**src/rtl/cep_dct_engine.sv**
```systemverilog
// Cepstrum DCT engine: c[k] = sum_n cof[k*mel_num+n] * mel[n] per frame, FP32 datapath.
// Define CEP_LIFTER_EN to scale each c[k] by lifter[k] before it is written.
module cep_dct_engine #(
  parameter int DATA_WIDTH = 32,
  parameter int MEL_W      = 6,
  parameter int CEP_W      = 7,
  parameter int FRAME_W    = 7,
  parameter int MUL_LAT    = 1,
  parameter int ADD_LAT    = 1
) (
  input  logic                     clk,
  input  logic                     rst_n,
  input  logic                     start,
  input  logic [CEP_W-1:0]         cep_num,
  input  logic [MEL_W-1:0]         mel_num,
  input  logic                     frame_clr,
  output logic                     busy,
  output logic                     done,
  output logic [MEL_W-1:0]         mel_rd_addr,
  input  logic [DATA_WIDTH-1:0]    mel_data_in,
  output logic [CEP_W+MEL_W-1:0]   cof_rd_addr,
  input  logic [DATA_WIDTH-1:0]    cof_data_in,
`ifdef CEP_LIFTER_EN
  input  logic [DATA_WIDTH-1:0]    lift_data_in,
  output logic [CEP_W-1:0]         lift_rd_addr,
`endif
  output logic                     cep_wr_en,
  output logic [FRAME_W+CEP_W-1:0] cep_wr_addr,
  output logic [DATA_WIDTH-1:0]    cep_data_out,
  output logic [FRAME_W-1:0]       frame_num
);

  typedef enum logic [2:0] {
    S_IDLE,
    S_FETCH,
    S_MUL,
    S_ADD,
`ifdef CEP_LIFTER_EN
    S_LFETCH,
    S_LMUL,
`endif
    S_WRITE,
    S_DONE
  } state_t;

  localparam logic [7:0] MUL_LAST = 8'(MUL_LAT - 1);
  localparam logic [7:0] ADD_LAST = 8'(ADD_LAT - 1);

  // Round-to-nearest-even packing; m carries the hidden bit at [23]. Denormals flush to zero.
  function automatic logic [31:0] fp_pack(input logic s, input logic signed [9:0] e,
                                          input logic [23:0] m, input logic g, input logic st);
    logic [24:0]        r;
    logic signed [9:0]  e_r;
    logic [22:0]        frac;
    r    = {1'b0, m} + {24'd0, (g & (st | m[0]))};
    e_r  = r[24] ? e + 10'sd1 : e;
    frac = r[24] ? r[23:1] : r[22:0];
    if (e_r <= 10'sd0)   return {s, 31'd0};
    if (e_r >= 10'sd255) return {s, 8'hff, 23'd0};
    return {s, e_r[7:0], frac};
  endfunction

  function automatic logic [31:0] fp_mul(input logic [31:0] a, input logic [31:0] b);
    logic [47:0]       p;
    logic signed [9:0] e;
    logic              s;
    s = a[31] ^ b[31];
    if (a[30:23] == 8'd0 || b[30:23] == 8'd0)   return {s, 31'd0};
    if (a[30:23] == 8'hff || b[30:23] == 8'hff) return {s, 8'hff, 23'd0};
    p = {24'd0, 1'b1, a[22:0]} * {24'd0, 1'b1, b[22:0]};
    e = $signed({2'b00, a[30:23]}) + $signed({2'b00, b[30:23]}) - 10'sd127;
    if (p[47]) return fp_pack(s, e + 10'sd1, p[47:24], p[23], |p[22:0]);
    return fp_pack(s, e, p[46:23], p[22], |p[21:0]);
  endfunction

  function automatic logic [31:0] fp_add(input logic [31:0] a, input logic [31:0] b);
    logic [31:0]       x, y;
    logic [7:0]        d;
    logic [26:0]       mx, my;
    logic [27:0]       sum;
    logic signed [9:0] e;
    if (a[30:23] == 8'd0) return b;
    if (b[30:23] == 8'd0) return a;
    if (a[30:0] < b[30:0]) begin
      x = b;
      y = a;
    end else begin
      x = a;
      y = b;
    end
    if (x[30:23] == 8'hff) return x;
    d  = x[30:23] - y[30:23];
    mx = {1'b1, x[22:0], 3'b000};
    my = {1'b1, y[22:0], 3'b000};
    // Align the smaller operand, folding shifted-out bits into the sticky bit.
    if (d > 8'd26) my = 27'd1;
    else
      for (int i = 0; i < 26; i++)
        if (8'(i) < d) my = {1'b0, my[26:2], my[1] | my[0]};
    e = $signed({2'b00, x[30:23]});
    if (x[31] == y[31]) sum = {1'b0, mx} + {1'b0, my};
    else                sum = {1'b0, mx} - {1'b0, my};
    if (sum == 28'd0) return 32'd0;
    if (sum[27]) begin
      sum = {1'b0, sum[27:2], sum[1] | sum[0]};
      e   = e + 10'sd1;
    end else begin
      for (int i = 0; i < 26; i++)
        if (!sum[26]) begin
          sum = sum << 1;
          e   = e - 10'sd1;
        end
    end
    return fp_pack(x[31], e, sum[26:3], sum[2], |sum[1:0]);
  endfunction

  state_t                   state_q, state_d;
  logic [7:0]               lat_cnt;
  logic [CEP_W-1:0]         cep_num_q, k_q;
  logic [MEL_W-1:0]         mel_num_q, n_q;
  logic [CEP_W+MEL_W-1:0]   cof_addr_q;
  logic                     mul_en, add_en, term_end, accept, degen;
  logic                     term_last, k_last;
  logic [DATA_WIDTH-1:0]    mul_a, mul_b, add_a, mul_out, acc, wr_value;
  logic [DATA_WIDTH-1:0]    mul_p [MUL_LAT];
  logic [DATA_WIDTH-1:0]    add_p [ADD_LAT];

  assign mul_out     = mul_p[MUL_LAT-1];
  assign acc         = add_p[ADD_LAT-1];
  assign term_last   = (n_q == mel_num_q - 1'b1);
  assign k_last      = (k_q == cep_num_q - 1'b1);
  assign mel_rd_addr = n_q;
  assign cof_rd_addr = cof_addr_q;
  // The accumulator is seeded with +0.0 through the adder operand at n=0 of every k.
  assign add_a       = (n_q == '0) ? '0 : acc;

`ifdef CEP_LIFTER_EN
  assign lift_rd_addr = k_q;
  assign wr_value     = mul_out;
`else
  assign wr_value     = acc;
`endif

  always_comb begin
    mul_a = mel_data_in;
    mul_b = cof_data_in;
`ifdef CEP_LIFTER_EN
    if (state_q == S_LMUL) begin
      mul_a = acc;
      mul_b = lift_data_in;
    end
`endif
  end

  always_comb begin
    state_d  = state_q;
    mul_en   = 1'b0;
    add_en   = 1'b0;
    term_end = 1'b0;
    accept   = 1'b0;
    degen    = 1'b0;
    case (state_q)
      S_IDLE: begin
        if (start) begin
          if (cep_num != '0 && mel_num != '0) begin
            accept  = 1'b1;
            state_d = S_FETCH;
          end else begin
            degen = 1'b1;
          end
        end
      end
      S_FETCH: state_d = S_MUL;
      S_MUL: begin
        mul_en = 1'b1;
        if (lat_cnt == MUL_LAST) state_d = S_ADD;
      end
      S_ADD: begin
        add_en = 1'b1;
        if (lat_cnt == ADD_LAST) begin
          term_end = 1'b1;
`ifdef CEP_LIFTER_EN
          state_d  = term_last ? S_LFETCH : S_FETCH;
`else
          state_d  = term_last ? S_WRITE : S_FETCH;
`endif
        end
      end
`ifdef CEP_LIFTER_EN
      S_LFETCH: state_d = S_LMUL;
      S_LMUL: begin
        mul_en = 1'b1;
        if (lat_cnt == MUL_LAST) state_d = S_WRITE;
      end
`endif
      S_WRITE: state_d = k_last ? S_DONE : S_FETCH;
      S_DONE:  state_d = S_IDLE;
      default: state_d = S_IDLE;
    endcase
  end

  // Control, counters and registered outputs
  always_ff @(posedge clk) begin
    if (!rst_n) begin
      state_q      <= S_IDLE;
      lat_cnt      <= '0;
      cep_num_q    <= '0;
      mel_num_q    <= '0;
      k_q          <= '0;
      n_q          <= '0;
      cof_addr_q   <= '0;
      frame_num    <= '0;
      busy         <= 1'b0;
      done         <= 1'b0;
      cep_wr_en    <= 1'b0;
      cep_wr_addr  <= '0;
      cep_data_out <= '0;
    end else begin
      state_q   <= state_d;
      lat_cnt   <= (state_d != state_q) ? 8'd0 : lat_cnt + 8'd1;
      busy      <= (state_d != S_IDLE);
      done      <= (state_q == S_DONE) | degen;
      cep_wr_en <= (state_q == S_WRITE);
      if (state_q == S_IDLE && frame_clr) frame_num <= '0;
      if (accept) begin
        cep_num_q  <= cep_num;
        mel_num_q  <= mel_num;
        k_q        <= '0;
        n_q        <= '0;
        cof_addr_q <= '0;
      end
      if (term_end) begin
        cof_addr_q <= cof_addr_q + 1'b1;
        n_q        <= term_last ? '0 : n_q + 1'b1;
      end
      if (state_q == S_WRITE) begin
        cep_wr_addr  <= {frame_num, k_q};
        cep_data_out <= wr_value;
        k_q          <= k_q + 1'b1;
      end
      if (state_q == S_DONE) frame_num <= frame_num + 1'b1;
    end
  end

  // Multiplier pipeline: advances only while mul_en, so its output holds between uses
  always_ff @(posedge clk) begin
    if (mul_en) begin
      mul_p[0] <= fp_mul(mul_a, mul_b);
      for (int i = 1; i < MUL_LAT; i++) mul_p[i] <= mul_p[i-1];
    end
  end

  // Adder pipeline: last stage is the accumulator
  always_ff @(posedge clk) begin
    if (!rst_n) begin
      for (int i = 0; i < ADD_LAT; i++) add_p[i] <= '0;
    end else if (add_en) begin
      add_p[0] <= fp_add(add_a, mul_out);
      for (int i = 1; i < ADD_LAT; i++) add_p[i] <= add_p[i-1];
    end
  end

endmodule
```
**config.mk**
```make
export PLATFORM = sky130hd
export DESIGN_NAME = cep_dct_engine
export DESIGN_NICKNAME = d
export VERILOG_FILES = /design/src/rtl/cep_dct_engine.sv
export SDC_FILE = /design/constraint.sdc
export NUM_CORES = 2
export LEC_CHECK = 0
export ABC_AREA = 1
export CELL_PAD_IN_SITES_DETAIL_PLACEMENT = 1
export CELL_PAD_IN_SITES_GLOBAL_PLACEMENT = 2
export CORE_AREA = 5 5 375 377
export DETAILED_ROUTE_END_ITERATION = 8
export DIE_AREA = 0 0 380 382
export GPL_TIMING_DRIVEN = 0
export PLACE_DENSITY_LB_ADDON = 0.05
export SLEW_MARGIN = 20
export SYNTH_ARGS = -nofsm -noshare
export SYNTH_HDL_FRONTEND = slang
export SYNTH_SLANG_ARGS = --single-unit
```
**constraint.sdc**
```tcl
create_clock -name clk -period 38.6 [get_ports clk]
set_input_delay 3.86 -clock clk [delete_from_list [all_inputs] [get_ports clk]]
set_output_delay 3.86 -clock clk [all_outputs]
set_load 0.005 [all_outputs]
```
==> summary.txt <==
Yosys
  – Post-Synth Simple-Gate Area: between 40% and 50%
  – Share of the synthesized area in the top cell type: between 15 and 20%
  – Share of the yosys chip area belonging to registers: under 10%
  – Post-synthesis register bit count: 170
  – Largest family of logic cells by synthesized area: simple AND/OR/NAND/NOR gates
  – Main area contributors after synthesis: fa_1, nand2_1, inv_1
  – Syn nets: roughly 9,200
  – Portion of netlist area occupied by mux cells: less than 1%
  – Synth unique cells: 98
  – Synth Area in Compound Gates: around 8.6%
  – Ys Warns: 0
  – Share of synthesized flip-flops with an asynchronous set or reset: 0%
  – Cell taking the most area after synthesis: fa_1
  – Post-Synth XOR/XNOR Area: between 2 and 3%
  – Primary FF master, synth: dfxtp_1
  – Synth Cell Area: around 54,000 um2
  – Syn_area_per_cell: ~6.5 um2
  – Cells after synthesis: roughly 8,300
  – EDFF count, synth: 64
  – Adder-Cell Fraction of Synth Area: between 20% and 30%

Floorplanning
  – Core area: approximately 140,000 um2
  – Row count: approximately 140
  – Die area: roughly 150,000 um2
  – Initial core utilization: roughly 40%
  – Die X: between 300 and 400 um
  – Die height: 382 um
  – IO Pins: roughly 160

Timing
  – Peak Freq: 37.8 MHz
  – Setup tns final: 0 ns
  – Final count of hold timing violations: 0
  – Tmin final: around 26 ns
  – Final setup viols: 0
  – Final WS setup: 12.14 ns
  – RSZ-0062 raised after global routing: false
  – Final setup skew: 0.0210 ns
  – Actual slew at the worst max-slew pin: ~1.1 ns
  – Slew margin rel.: between 20% and 30%
  – Final Slew Violations: 0
  – Fin crit share: between 60% and 70%

Global route
  – Largest net degree at the start of global routing: 22
  – Antenna violations before repair: 2
  – GRT Residual Overflow: 0
  – First-pass GRT wire length: between 300,000 and 400,000 um
  – Total track usage: approximately 29%
  – Number of global-route vias before repair: around 57,000

Worst setup path
  – CP startpoint kind: register
  – Worst EP arrival: 26.71 ns
  – Critical path type: reg2reg
  – Worst path required time: 38.85 ns
  – Most used cell along the critical path: nand2_1
  – CP max FO: 10
  – Critical Path Sink Type: register
  – CP max-delay cell: clkbuf_1
  – Critical path's largest stage delay: about 0.52 ns

Clocking
  – CTS sink cnt: between 150 and 200
  – H-tree depth: 4
  – Skew-Pair Late Insertion Delay: roughly 0.53 ns
  – CTS tree: yes
  – Hold buffers post-CTS: 0
  – Longest Clk Path Bufs: 2
  – Post-CTS Repair Setup Buffers: 0
  – CTS Root Cell: clkbuf_16
  – Num CTS Buffers: 17
  – Clock transition at path regs: ~0.09 ns
  – Post_cts resized: 0

Route
  – WL/cell: ~21 um
  – DRT Wirelength: between 200,000 and 250,000 um
  – DR vias: between 50,000 and 60,000
  – Antenna-violating nets left: 0
  – Vias per inst: around 5.3
  – Residual DRC count: 0
  – First-pass detailed-route iteration total: 5
  – DRT iter0 DRCs: roughly 3,000

Job
  – # Max-Cap Violations: 0

Run status
  – Status: finished, final reports clean

Layout
  – P&R area growth vs syn: 8.30%
  – Finished Core Util: a little over two fifths
  – Final instance area: 58,700 um2
  – Register Area: approximately 4000 um2
  – Area of the multi-input gates: roughly 42,000 um2
  – Fill count: roughly 18,000
  – Ratio of cells with drive above 1 in the final layout: 11.7%
  – Nets: a little over 9,000
  – N_diodes: 0

Hold path
  – Worst hold path type: reg2reg

Placement
  – Final HPWL DP: ~190,000 um
  – Port buffer count: between 150 and 200
  – Placed inst area: just under 60,000 um2
  – Routability Congestion: 0.971
  – Setup WS pre-CTS: about 12 ns
==> through the flow <==
| stage | instances | hold WS, ns |
|---|---|---|
| after floorplan | 8298 | 0.430 |
| after global placement | 10200 | 0.446 |
| after detailed placement | 10300 | 0.458 |
| after CTS | 10300 | 0.477 |
| after global routing | 10300 | 0.502 |
| final | 10300 | 0.472 |
==> cells in the final DEF, fill, tap and decap left out, drive strengths merged, types with 19 or more instances in the layout <==
| master | count |
|---|---|
| dfxtp | 106 |
| nand3 | 1079 |
| xor2 | 114 |
| nand3b | 25 |
| a21oi | 300 |
| o21bai | 20 |
| inv | 1517 |
| nor2 | 676 |
| o21ai | 313 |
| fa | 484 |
| clkbuf | 229 |
| nand4 | 150 |
| xnor2 | 43 |
| or2 | 21 |
| o211ai | 33 |
| nor3 | 67 |
| a31oi | 19 |
| ha | 305 |
| edfxtp | 64 |
| clkinv | 34 |
| nand2 | 2514 |
| nor4 | 26 |
| clkdlybuf4s50 | 155 |
| buf | 68 |
==> worst max-delay path: cells and delay by family, from the launching register on <==
kind,cells,cell delay [ns]
adder cells (fa/ha/maj),27,7.48
flip-flops,1,0.44
XOR/XNOR,1,0.47
AO/OA/AOI/OAI,22,3.94
buffers and inverters,22,3.08
AND/OR/NAND/NOR,89,10.72
==> kinds of logic (layout without fill, tap and decap cells) <==
logic type               Yosys count  in the layout
XOR/XNOR                         157            157
adder cells (fa/ha/maj)          789            789
AO/OA/AOI/OAI                    784            784
flip-flops                       170            170
multiplexers                       3              3
AND/OR/NAND/NOR                 4577           4577
buffers and inverters           1818           2010
==> sequential cells by signal (all words and copies together), names as in the netlist, 7 cells and up <==
| register | flops |
|---|---|
| frame_num | 7 |
| cep_num_q | 7 |
| lat_cnt | 8 |
| cep_data_out | 32 |
| cof_rd_addr | 13 |
| k_q | 7 |
| mul_p | 32 |
| cep_wr_addr | 14 |
| add_p | 32 |
==> final timing paths <==
path | start | endpoint | slack, ns | cells past startpoint
worst min register to register | lat_cnt[0] | lat_cnt[0] | 0.47 | 1
worst max-delay path | mel_rd_addr[0] | add_p[0][30] | 12.14 | 161
worst max register to register | mel_rd_addr[0] | add_p[0][30] | 12.14 | 161
worst min-delay path | lat_cnt[0] | lat_cnt[0] | 0.47 | 1
==> area by class of cell <==
cell class / instances / share of cell area, %
clock buffer: 17 / 0.724
timing repair buffer: 160 / 2.74
tap: 1794 / 3.82
clock inverter: 15 / 0.356
sequential: 170 / 6.89
multi-input combinational: 6310 / 72.1
buffer: 281 / 3.32
inverter: 1537 / 10.0
==> routing by layer <==
layer  wire (um)  part of all wire (%)  global-route usage, %
met5           0                     0                      0
met4       10300                   4.8                   12.0
met3        6440                   3.0                   1.93
met2      105000                    48                   51.7
met1       95000                    44                   37.0
==> Yosys cell counts (16+ instances only) <==
cell type  instances
a31oi_1           19
nor3_1            62
nand2_4          101
o211ai_1          32
fa_1             484
xor2_1           110
dfxtp_1          106
or2_2             16
clkbuf_1         160
nand4_1          138
nand2_2          238
a21oi_2           33
nor4_1            25
nand3_1          894
nand3_4           30
nand3b_1          24
inv_1           1421
o21ai_1           31
ha_1             305
clkinv_1          18
nor2_2            64
a21oi_1          263
xnor2_1           43
nor2_4            34
clkbuf_8          35
nand3_2          155
nand2_1         2166
clkbuf_4          17
buf_6             16
o21bai_1          19
edfxtp_1          64
nor2_1           563
inv_2             71
o21ai_0          272
Power is left out: the tool's default activity adds up to more than one toggle a clock period on the data nets, which glitch-free logic cannot reach.
